**config.mk**
```make
export PLATFORM = sky130hd
export DESIGN_NAME = ad_iq_deframer
export DESIGN_NICKNAME = d
export VERILOG_FILES = /design/src/rtl/ad_iq_deframer_pkg.sv /design/src/rtl/ad_iq_deframer_fmt.sv /design/src/rtl/ad_iq_deframer.sv
export SDC_FILE = /design/constraint.sdc
export NUM_CORES = 1
export LEC_CHECK = 0
export BUFFER_PORTS_ARGS = -buffer_cell sky130_fd_sc_hd__buf_4
export CAP_MARGIN = 20
export CORE_MARGIN = 5
export CORE_UTILIZATION = 36
export DETAILED_ROUTE_END_ITERATION = 7
export SYNTH_ARGS = -nofsm -noshare
export SYNTH_HDL_FRONTEND = slang
export SYNTH_SLANG_ARGS = --single-unit
```
**constraint.sdc**
```tcl
create_clock -name adc_clk -period 2.3 [get_ports adc_clk]
set_input_delay 0.115 -clock adc_clk [delete_from_list [all_inputs] [get_ports adc_clk]]
set_output_delay 0.115 -clock adc_clk [all_outputs]
set_load 0.01 [all_outputs]
```
**src/rtl/ad_iq_deframer_pkg.sv**
```systemverilog
// ad_iq_deframer_pkg
//   Shared definitions for the I/Q receive deframer.
//   - Deframer state encoding: HUNT = 0, LOCKED = 1.
//   - Format-select constants. The axi_*_rx register map decodes its format
//     fields against these same values.
package ad_iq_deframer_pkg;

    typedef enum logic {
        ST_HUNT   = 1'b0,
        ST_LOCKED = 1'b1
    } state_t;

    // Value of cfg_offset_bin
    localparam logic FMT_TWOS_COMP  = 1'b0;
    localparam logic FMT_OFFSET_BIN = 1'b1;

    // Value of cfg_msb_just
    localparam logic FMT_SIGN_EXT   = 1'b0;
    localparam logic FMT_MSB_JUST   = 1'b1;

endpackage

```
**src/rtl/ad_iq_deframer_fmt.sv**
```systemverilog
// ad_iq_fmt
//   Combinational per-word format conversion. It runs once on the incoming
//   word, before the word is written into a lane register.
// Ports:
//   data       in  DATA_WIDTH  raw converter word
//   offset_bin in  1           1 = offset binary input (the MSB is inverted)
//   msb_just   in  1           0 = sign-extend, 1 = MSB-justify with zero LSBs
//   fmt        out OUT_WIDTH   formatted lane value
module ad_iq_fmt
    import ad_iq_deframer_pkg::*;
#(
    parameter int DATA_WIDTH = 12,
    parameter int OUT_WIDTH  = 16
) (
    input  logic [DATA_WIDTH-1:0] data,
    input  logic                  offset_bin,
    input  logic                  msb_just,
    output logic [OUT_WIDTH-1:0]  fmt
);

    logic [DATA_WIDTH-1:0] w;
    logic [OUT_WIDTH-1:0]  sext;
    logic [OUT_WIDTH-1:0]  mjust;

    // Inverting the MSB turns offset binary into two's complement.
    assign w = {data[DATA_WIDTH-1] ^ (offset_bin == FMT_OFFSET_BIN), data[DATA_WIDTH-2:0]};

    // When the widths are equal there is no padding, and both formats are the word itself.
    generate
        if (OUT_WIDTH > DATA_WIDTH) begin : g_pad
            assign sext  = {{(OUT_WIDTH-DATA_WIDTH){w[DATA_WIDTH-1]}}, w};
            assign mjust = {w, {(OUT_WIDTH-DATA_WIDTH){1'b0}}};
        end else begin : g_nopad
            assign sext  = w;
            assign mjust = w;
        end
    endgenerate

    assign fmt = (msb_just == FMT_MSB_JUST) ? mjust : sext;

endmodule

```
**src/rtl/ad_iq_deframer.sv**
```systemverilog
// ad_iq_deframer
//   Receive deframer for an interleaved I/Q word stream (I0,Q0,I1,Q1,...).
//   It tracks frame lock, formats each word, and collects the words into
//   F = 2*NUM_CHANNELS lane registers. Each completed frame is presented as
//   a registered, channel-parallel vector.
// Ports:
//   adc_clk, adc_rstn             clock, synchronous active-low reset
//   in_valid, in_frame, in_data   word stream; in_frame marks word 0
//   cfg_enable[F]                 lane enables, latched at frame start
//   cfg_offset_bin, cfg_msb_just  per-word format controls
//   clr_err                       clears err_count
//   out_valid, out_enable, out_data   completed frame (lane k at [k*OUT_WIDTH +: OUT_WIDTH])
//   status_locked, status_frame_err, err_count   lock and framing-error status
//
// state  | meaning
// HUNT   | searching for a word that carries in_frame; other words are dropped
// LOCKED | collecting lanes; idx is the lane the next word belongs to
module ad_iq_deframer
    import ad_iq_deframer_pkg::*;
#(
    parameter int NUM_CHANNELS = 1,
    parameter int DATA_WIDTH   = 12,
    parameter int OUT_WIDTH    = 16
) (
    input  logic                                adc_clk,
    input  logic                                adc_rstn,
    input  logic                                in_valid,
    input  logic                                in_frame,
    input  logic [DATA_WIDTH-1:0]               in_data,
    input  logic [2*NUM_CHANNELS-1:0]           cfg_enable,
    input  logic                                cfg_offset_bin,
    input  logic                                cfg_msb_just,
    input  logic                                clr_err,
    output logic                                out_valid,
    output logic [2*NUM_CHANNELS-1:0]           out_enable,
    output logic [2*NUM_CHANNELS*OUT_WIDTH-1:0] out_data,
    output logic                                status_locked,
    output logic                                status_frame_err,
    output logic [15:0]                         err_count
);

    localparam int F = 2 * NUM_CHANNELS;
    localparam int IDX_W = $clog2(F);
    localparam logic [IDX_W-1:0] IDX_LAST = IDX_W'(F - 1);

    state_t                 state;
    logic [IDX_W-1:0]       idx;
    logic [OUT_WIDTH-1:0]   lane_q [F];
    logic [F-1:0]           en_q;
    logic [OUT_WIDTH-1:0]   word_fmt;
    logic                   frame_err_c;

    ad_iq_fmt #(
        .DATA_WIDTH (DATA_WIDTH),
        .OUT_WIDTH  (OUT_WIDTH)
    ) u_fmt (
        .data       (in_data),
        .offset_bin (cfg_offset_bin),
        .msb_just   (cfg_msb_just),
        .fmt        (word_fmt)
    );

    // While locked, in_frame must be high exactly when idx is 0. A mismatch in
    // either direction is a framing error.
    assign frame_err_c = in_valid && (state == ST_LOCKED) && ((idx == '0) != in_frame);

    assign status_locked = (state == ST_LOCKED);

    always_ff @(posedge adc_clk) begin
        if (!adc_rstn) begin
            state            <= ST_HUNT;
            idx              <= '0;
            en_q             <= '0;
            out_valid        <= 1'b0;
            out_enable       <= '0;
            out_data         <= '0;
            status_frame_err <= 1'b0;
            err_count        <= '0;
            for (int k = 0; k < F; k++) begin
                lane_q[k] <= '0;
            end
        end else begin
            out_valid        <= 1'b0;
            status_frame_err <= frame_err_c;

            if (clr_err) begin
                err_count <= {15'd0, frame_err_c};
            end else if (frame_err_c && (err_count != 16'hFFFF)) begin
                err_count <= err_count + 16'd1;
            end

            if (in_valid) begin
                if (in_frame) begin
                    // A frame word always starts a new frame. Any partial
                    // frame in progress is abandoned.
                    lane_q[0] <= word_fmt;
                    en_q      <= cfg_enable;
                    idx       <= IDX_W'(1);
                    state     <= ST_LOCKED;
                end else if (state == ST_LOCKED) begin
                    if (idx == '0) begin
                        state <= ST_HUNT;
                    end else begin
                        lane_q[idx] <= word_fmt;
                        if (idx == IDX_LAST) begin
                            // The last word goes straight to the output; it is
                            // not yet visible in lane_q.
                            idx        <= '0;
                            out_valid  <= 1'b1;
                            out_enable <= en_q;
                            for (int k = 0; k < F; k++) begin
                                out_data[k*OUT_WIDTH +: OUT_WIDTH] <=
                                    en_q[k] ? ((k == F - 1) ? word_fmt : lane_q[k]) : '0;
                            end
                        end else begin
                            idx <= idx + IDX_W'(1);
                        end
                    end
                end
            end
        end
    end

endmodule

```
After elaboration in Yosys (flattened, before gate mapping)
Memory sizes are Yosys's and may differ from the RTL's.
Cells that the tools add are included.
{ "totals": {"out_inout_bits": 53, "mem_count": 1, "wordCells": 51, "register_bits": 56, "mem_bits_rw": 32} }
{ "op_classes": {"eq_ne": 2, "reduce_logical": 10, "n_mux": 23, "bitwise": 5, "n_addsub": 1} }
{ "mem_list": {"columns": ["memory", "words", "width", "rd", "rd_ports_with_merged_regs", "wr", "line_no", "text"], "rows": [
  ["lane_q", 2, 16, 1, 0, 2, "ad_iq_deframer.sv:48", "logic [OUT_WIDTH-1:0] lane_q [F];"]
]} }
{ "ops": {"columns": ["operator", "count"], "rows": [
  ["2-to-1 mux 16 bit", 4],
  ["2-to-1 mux 1 bit", 18],
  ["adder 16 x 1 -> 16 bit (second input constant)", 1],
  ["!= test 16 bit (second input constant)", 1],
  ["OR reduction 16 bit", 1],
  ["2-to-1 mux 15 bit", 1],
  ["AND reduction 2 bit", 2],
  ["AND reduction 4 bit", 1],
  ["nonzero test 2 bit", 2],
  ["logical AND 1 bit", 3],
  ["NOT 1 bit", 3],
  ["OR reduction 2 bit", 1],
  ["!= test 1 bit", 1],
  ["bitwise OR 1 bit", 1],
  ["XOR 1 bit", 1]
]} }

Longest topological paths before layout
{ "logic_depth": {"depth_word": 8, "mapped_depth": 6} }

Modules after synthesis
Synthesis repeated with hierarchy kept, for this count alone.
{ "unflattened": {"cells_unflattened": 337, "hier_area_um2": 3166.8} }
{ "by_module_without_submodules": {"columns": ["mod", "cells_each", "seq_area_each_um2", "area_per_inst_um2", "n_inst"], "rows": [
  ["ad_iq_deframer", 310, 1601.5, 2981.6, 1],
  ["ad_iq_fmt", 27, 0.0, 185.2, 1]
]} }

Worst setup path before layout
Ideal clock, no wire load.
{ "synth_path": {"path_kind": "register -> register", "from": "register err_count[0]", "to": "register err_count[0]", "setup_time_ns": 0.132, "arrival_ns": 1.585, "stages_incl_launch_ff": 7, "path_slack_ns": 0.583, "path_cell_list": "dfxtp_1 -> ha_1 -> nand4_1 -> nor4_4 -> buf_4 -> or3_1 -> a31oi_1"} }
{ "synth_via": {"elab_chain_len": 3} }
{ "synth_lines": {"columns": ["element", "line_no", "text"], "rows": [
  ["start, declared", "ad_iq_deframer.sv:39", "output logic [15:0] err_count"],
  ["start signal, assigned", "ad_iq_deframer.sv:87", "err_count <= {15'd0, frame_err_c};"],
  ["start signal, assigned", "ad_iq_deframer.sv:89", "err_count <= err_count + 16'd1;"],
  ["adder 16 x 1 -> 16 bit / != test 16 bit (equally long branches)", "ad_iq_deframer.sv:89, ad_iq_deframer.sv:88", null],
  ["2-to-1 mux 1 bit / logical AND 1 bit (equally long branches)", "ad_iq_deframer.sv:88", "end else if (frame_err_c && (err_count != 16'hFFFF)) begin"],
  ["2-to-1 mux 1 bit / nonzero test 2 bit (equally long branches)", null, null]
]} }
Parallel ways exist; a longest one is shown, timed or not. The select of a mux whose other input is x is not followed.
A chain may end at the register's enable or synchronous reset.

Worst setup path in the final report
{ "layout_path": {"from": "register err_count[0]", "to": "register err_count[1]"} }
{ "layout_via": {"elab_chain_len": 2} }
{ "layout_lines": {"columns": ["element"], "rows": [
  ["branches (longest 2 deep; another with adder 16 x 1 -> 16 bit)"]
]} }
Several ways; the timed one is not identified.

==> impl_metrics.py <==
metrics = {
    "place": {
        "preCtsSetupSlack_ps": 300,
        "io_buffers": 73,
        "gp_congestion": 0.802,
        "hpwl_um": 5620,
    },
    "critical_path": {
        "cp_data_required_time_ps": 2570,
        "startpoint_type": "flop",
        "cp.arrival_ps": 2330,
        "cp-end-kind": "flop",
        "slowest_stage": "nor4_4",
        "worstPathCellList": "ha_1 -> nand4_1 -> nor4_4 -> o21ai_0 -> a21oi_1",
        "reg2reg_depth": 5,
        "crit_type": "flop to flop",
        "cp_max_fo": 15,
        "cpPeakStageDelay_ps": 710,
    },
    "cells_and_area": {
        "multi_input_area_um2": 1380,
        "n_fill_cell": 802,
        "num-nets-final": 425,
        "final_core_util_pct": 47.6,
        "drive_above_1_share_pct": 25.0,
        "syn_to_final_growth_pct": 28.0,
        "ff_latch_area_um2": 1600,
        "insertedDiodeCount": 0,
    },
    "synth": {
        "ys_seq_area_share_pct": 51.9,
        "syn_inst": 333,
        "synth_edf_count": 16,
        "dominantRegCellSynth": "dfxtp_1",
        "yosysTopAreaCell": "dfxtp_1",
        "synthTopCellsByArea": "dfxtp_1 (36%), edfxtp_1 (16%), a21oi_1 (6.3%), nand2_1 (5.7%), nand3_1 (5.4%)",
        "yosys.area.top_type_share_pct": 36.3,
        "syn-cell-area_um2": 3080,
        "postSynthAreaPerCell_um2": 9.26,
        "synth_seq_cells": 72,
        "ys_top_cells_by_count": "dfxtp_1 (56), nand2_1 (47), a21oi_1 (39)",
        "syn-num-nets": 355,
        "ys.warnings.count": 0,
        "synth_most_common_cell": "dfxtp_1",
        "ys_types": 42,
        "async_reset_ff_share_pct": 0,
    },
    "detailed_routing": {
        "postRouteWirelength_um": 7750,
        "vias_per_cell": 5.05,
        "avgRoutedWirePerCell_um": 15.1,
        "vias": 2592,
        "drc": 0,
        "firstDrtPassIters": 4,
        "drt_iter0_drc": 151,
        "ant_nets": 0,
    },
    "timing": {
        "hold_viol_final": 0,
        "drv_slew": 0,
        "finClkSkew_ps": 11.1,
        "maxSlewHeadroom_pct": 53.4,
        "timing.final.crit_share_pct": 89.3,
        "min_period_ps": 2050,
        "fmax_mhz": 487,
        "fin_tns_setup_ps": 0,
        "rsz0062_at_grt": "no",
        "layout_setup_ws_ps": 245,
        "worst_pin_slew_ps": 697,
        "setup_viol": 0,
    },
    "cts": {
        "cts.htree.levels": 3,
        "hold_buffers": 0,
        "cts-buffers-inserted": 9,
        "cts_sinks": 72,
        "clock_path_buffers": 2,
        "clk_latency_ps": 350,
        "root_buffer": "clkbuf_8",
        "cts_resized": 0,
        "clk_pin_slew_ps": 90,
        "cts_setup_buffers": 0,
        "cts_tree": "yes",
    },
    "pwr": {
        "intPower_uw": 1950,
        "power_switching_uw": 617,
        "p_per_area_nw_per_um2": 651,
        "seqPwrFrac_pct": 52.0,
        "ir_drop_uv": 299,
        "pwr-share-clk_pct": 42.7,
        "p_sw_share_pct": 24.0,
        "combPwrFrac_pct": 5.3,
        "leakage_uw": 0.00151,
    },
    "die": {
        "fp.dieH_um": 103,
        "die_area_um2": 10500,
        "io_pins": 74,
        "chipWidth_um": 103,
        "num_rows": 33,
        "initial_core_util_pct": 37.2,
        "core_area_um2": 8300,
    },
    "grt": {
        "overflow": 0,
        "grt_max_degree": 40,
        "grt_usage_pct": 15.0,
        "antenna_found_initial": 0,
        "grt_pass1_vias": 2458,
        "grt_pass1_wl_um": 12200,
    },
    "min_path": {
        "min_path_cells": 3,
        "hold_path_class": "input port to flop",
    },
    "job": {
        "maxCapViolCount": 0,
    },
    "outcome": {
        "status": "finished, final reports clean",
    },
}
[kinds of logic after synthesis]
family	after synthesis	share of synthesized area, %
AO/OA/AOI/OAI	67	12.3
XOR/XNOR	3	1.10
flip-flops	72	51.9
buffers and inverters	26	3.49
AND/OR/NAND/NOR	151	26.5
multiplexers	13	4.34
adder cells (fa/ha/maj)	1	0.406
[stage by stage]
stage | cell area [µm²] | std cells | hold WS, ps | power (µW)
final | 3950 | 513 | 50.6 | 2570
after floorplan | 3080 | 333 | 254 | 1440
after CTS | 3950 | 513 | 30.8 | 2600
after global routing | 3950 | 513 | 49.4 | 2670
after detailed placement | 3730 | 497 | 407 | 1500
after global placement | 3730 | 497 | 401 | 1500
[area by class of cell]
type,count,share of cell area [%]
clock buffers,10,3.77
repair buffers,78,14.8
clock inverters,6,1.87
flip-flops and latches,72,40.6
multi-input cells,235,35.0
well taps,105,3.33
inverters,7,0.665
[critical path, delay by kind of cell (launching register included)]
family | cells | cell delay [ps]
simple gates | 2 | 980
flops | 1 | 410
compound gates | 2 | 360
fa+ha+maj | 1 | 240
[routing by layer]
metal / up-vias / wire (µm) / global-route usage [%] / share of wire [%]
met3: 8 / 399 / 3.45 / 5.1
li1: 1337 / - / - / -
met5: - / 0 / 0 / 0
met2: 61 / 3760 / 23.3 / 48
met1: 1186 / 3510 / 19.7 / 45
met4: 0 / 93 / 7.16 / 1.2
[cells in the final DEF, fill, tap and decap left out, types with 3 or more instances in the layout]
cell / Yosys / final
a21oi_1: 39 / 39
and2_1: 3 / 3
and4_1: 3 / 3
buf_4: 1 / 78
clkbuf_8: 0 / 9
dfxtp_1: 56 / 56
edfxtp_1: 16 / 16
inv_1: 7 / 7
mux2_2: 3 / 3
mux2i_1: 10 / 10
nand2_1: 47 / 47
nand3_1: 33 / 33
nand4_1: 6 / 6
nor2_1: 20 / 20
nor2b_1: 11 / 11
nor3b_1: 6 / 6
nor4_1: 3 / 3
o2111ai_1: 4 / 4
o21ai_0: 13 / 13
o31ai_1: 4 / 4
or4_1: 7 / 7
[state kept, by name (all words and copies together), names as in the netlist]
name,count
en_q,2
err_count,16
idx,1
lane_q,16
out_data,32
out_enable,2
out_valid,1
status_frame_err,1
status_locked,1
[final timing paths]
path / start / to / slack [ps]
max: err_count[0]$_SDFFE_PN0P_ / err_count[1]$_SDFFE_PP0P_ / 250
max reg2reg: err_count[0]$_SDFFE_PN0P_ / err_count[1]$_SDFFE_PP0P_ / 250
min: in_data[2] / out_data[18]$_SDFFE_PN0P_ / 50
min reg2reg: out_data[4]$_SDFFE_PN0P_ / out_data[4]$_SDFFE_PN0P_ / 450
[power groups by stage]
stage	registers (µW)	logic [µW]	clock network, µW
floorplan	1360	80.1	0
finish	1340	136	1100
CTS	1340	137	1130
global route	1340	150	1180
detailed placement	1370	137	0
global placement	1370	137	0
No activity file was read; power rests on OpenSTA's default activity.
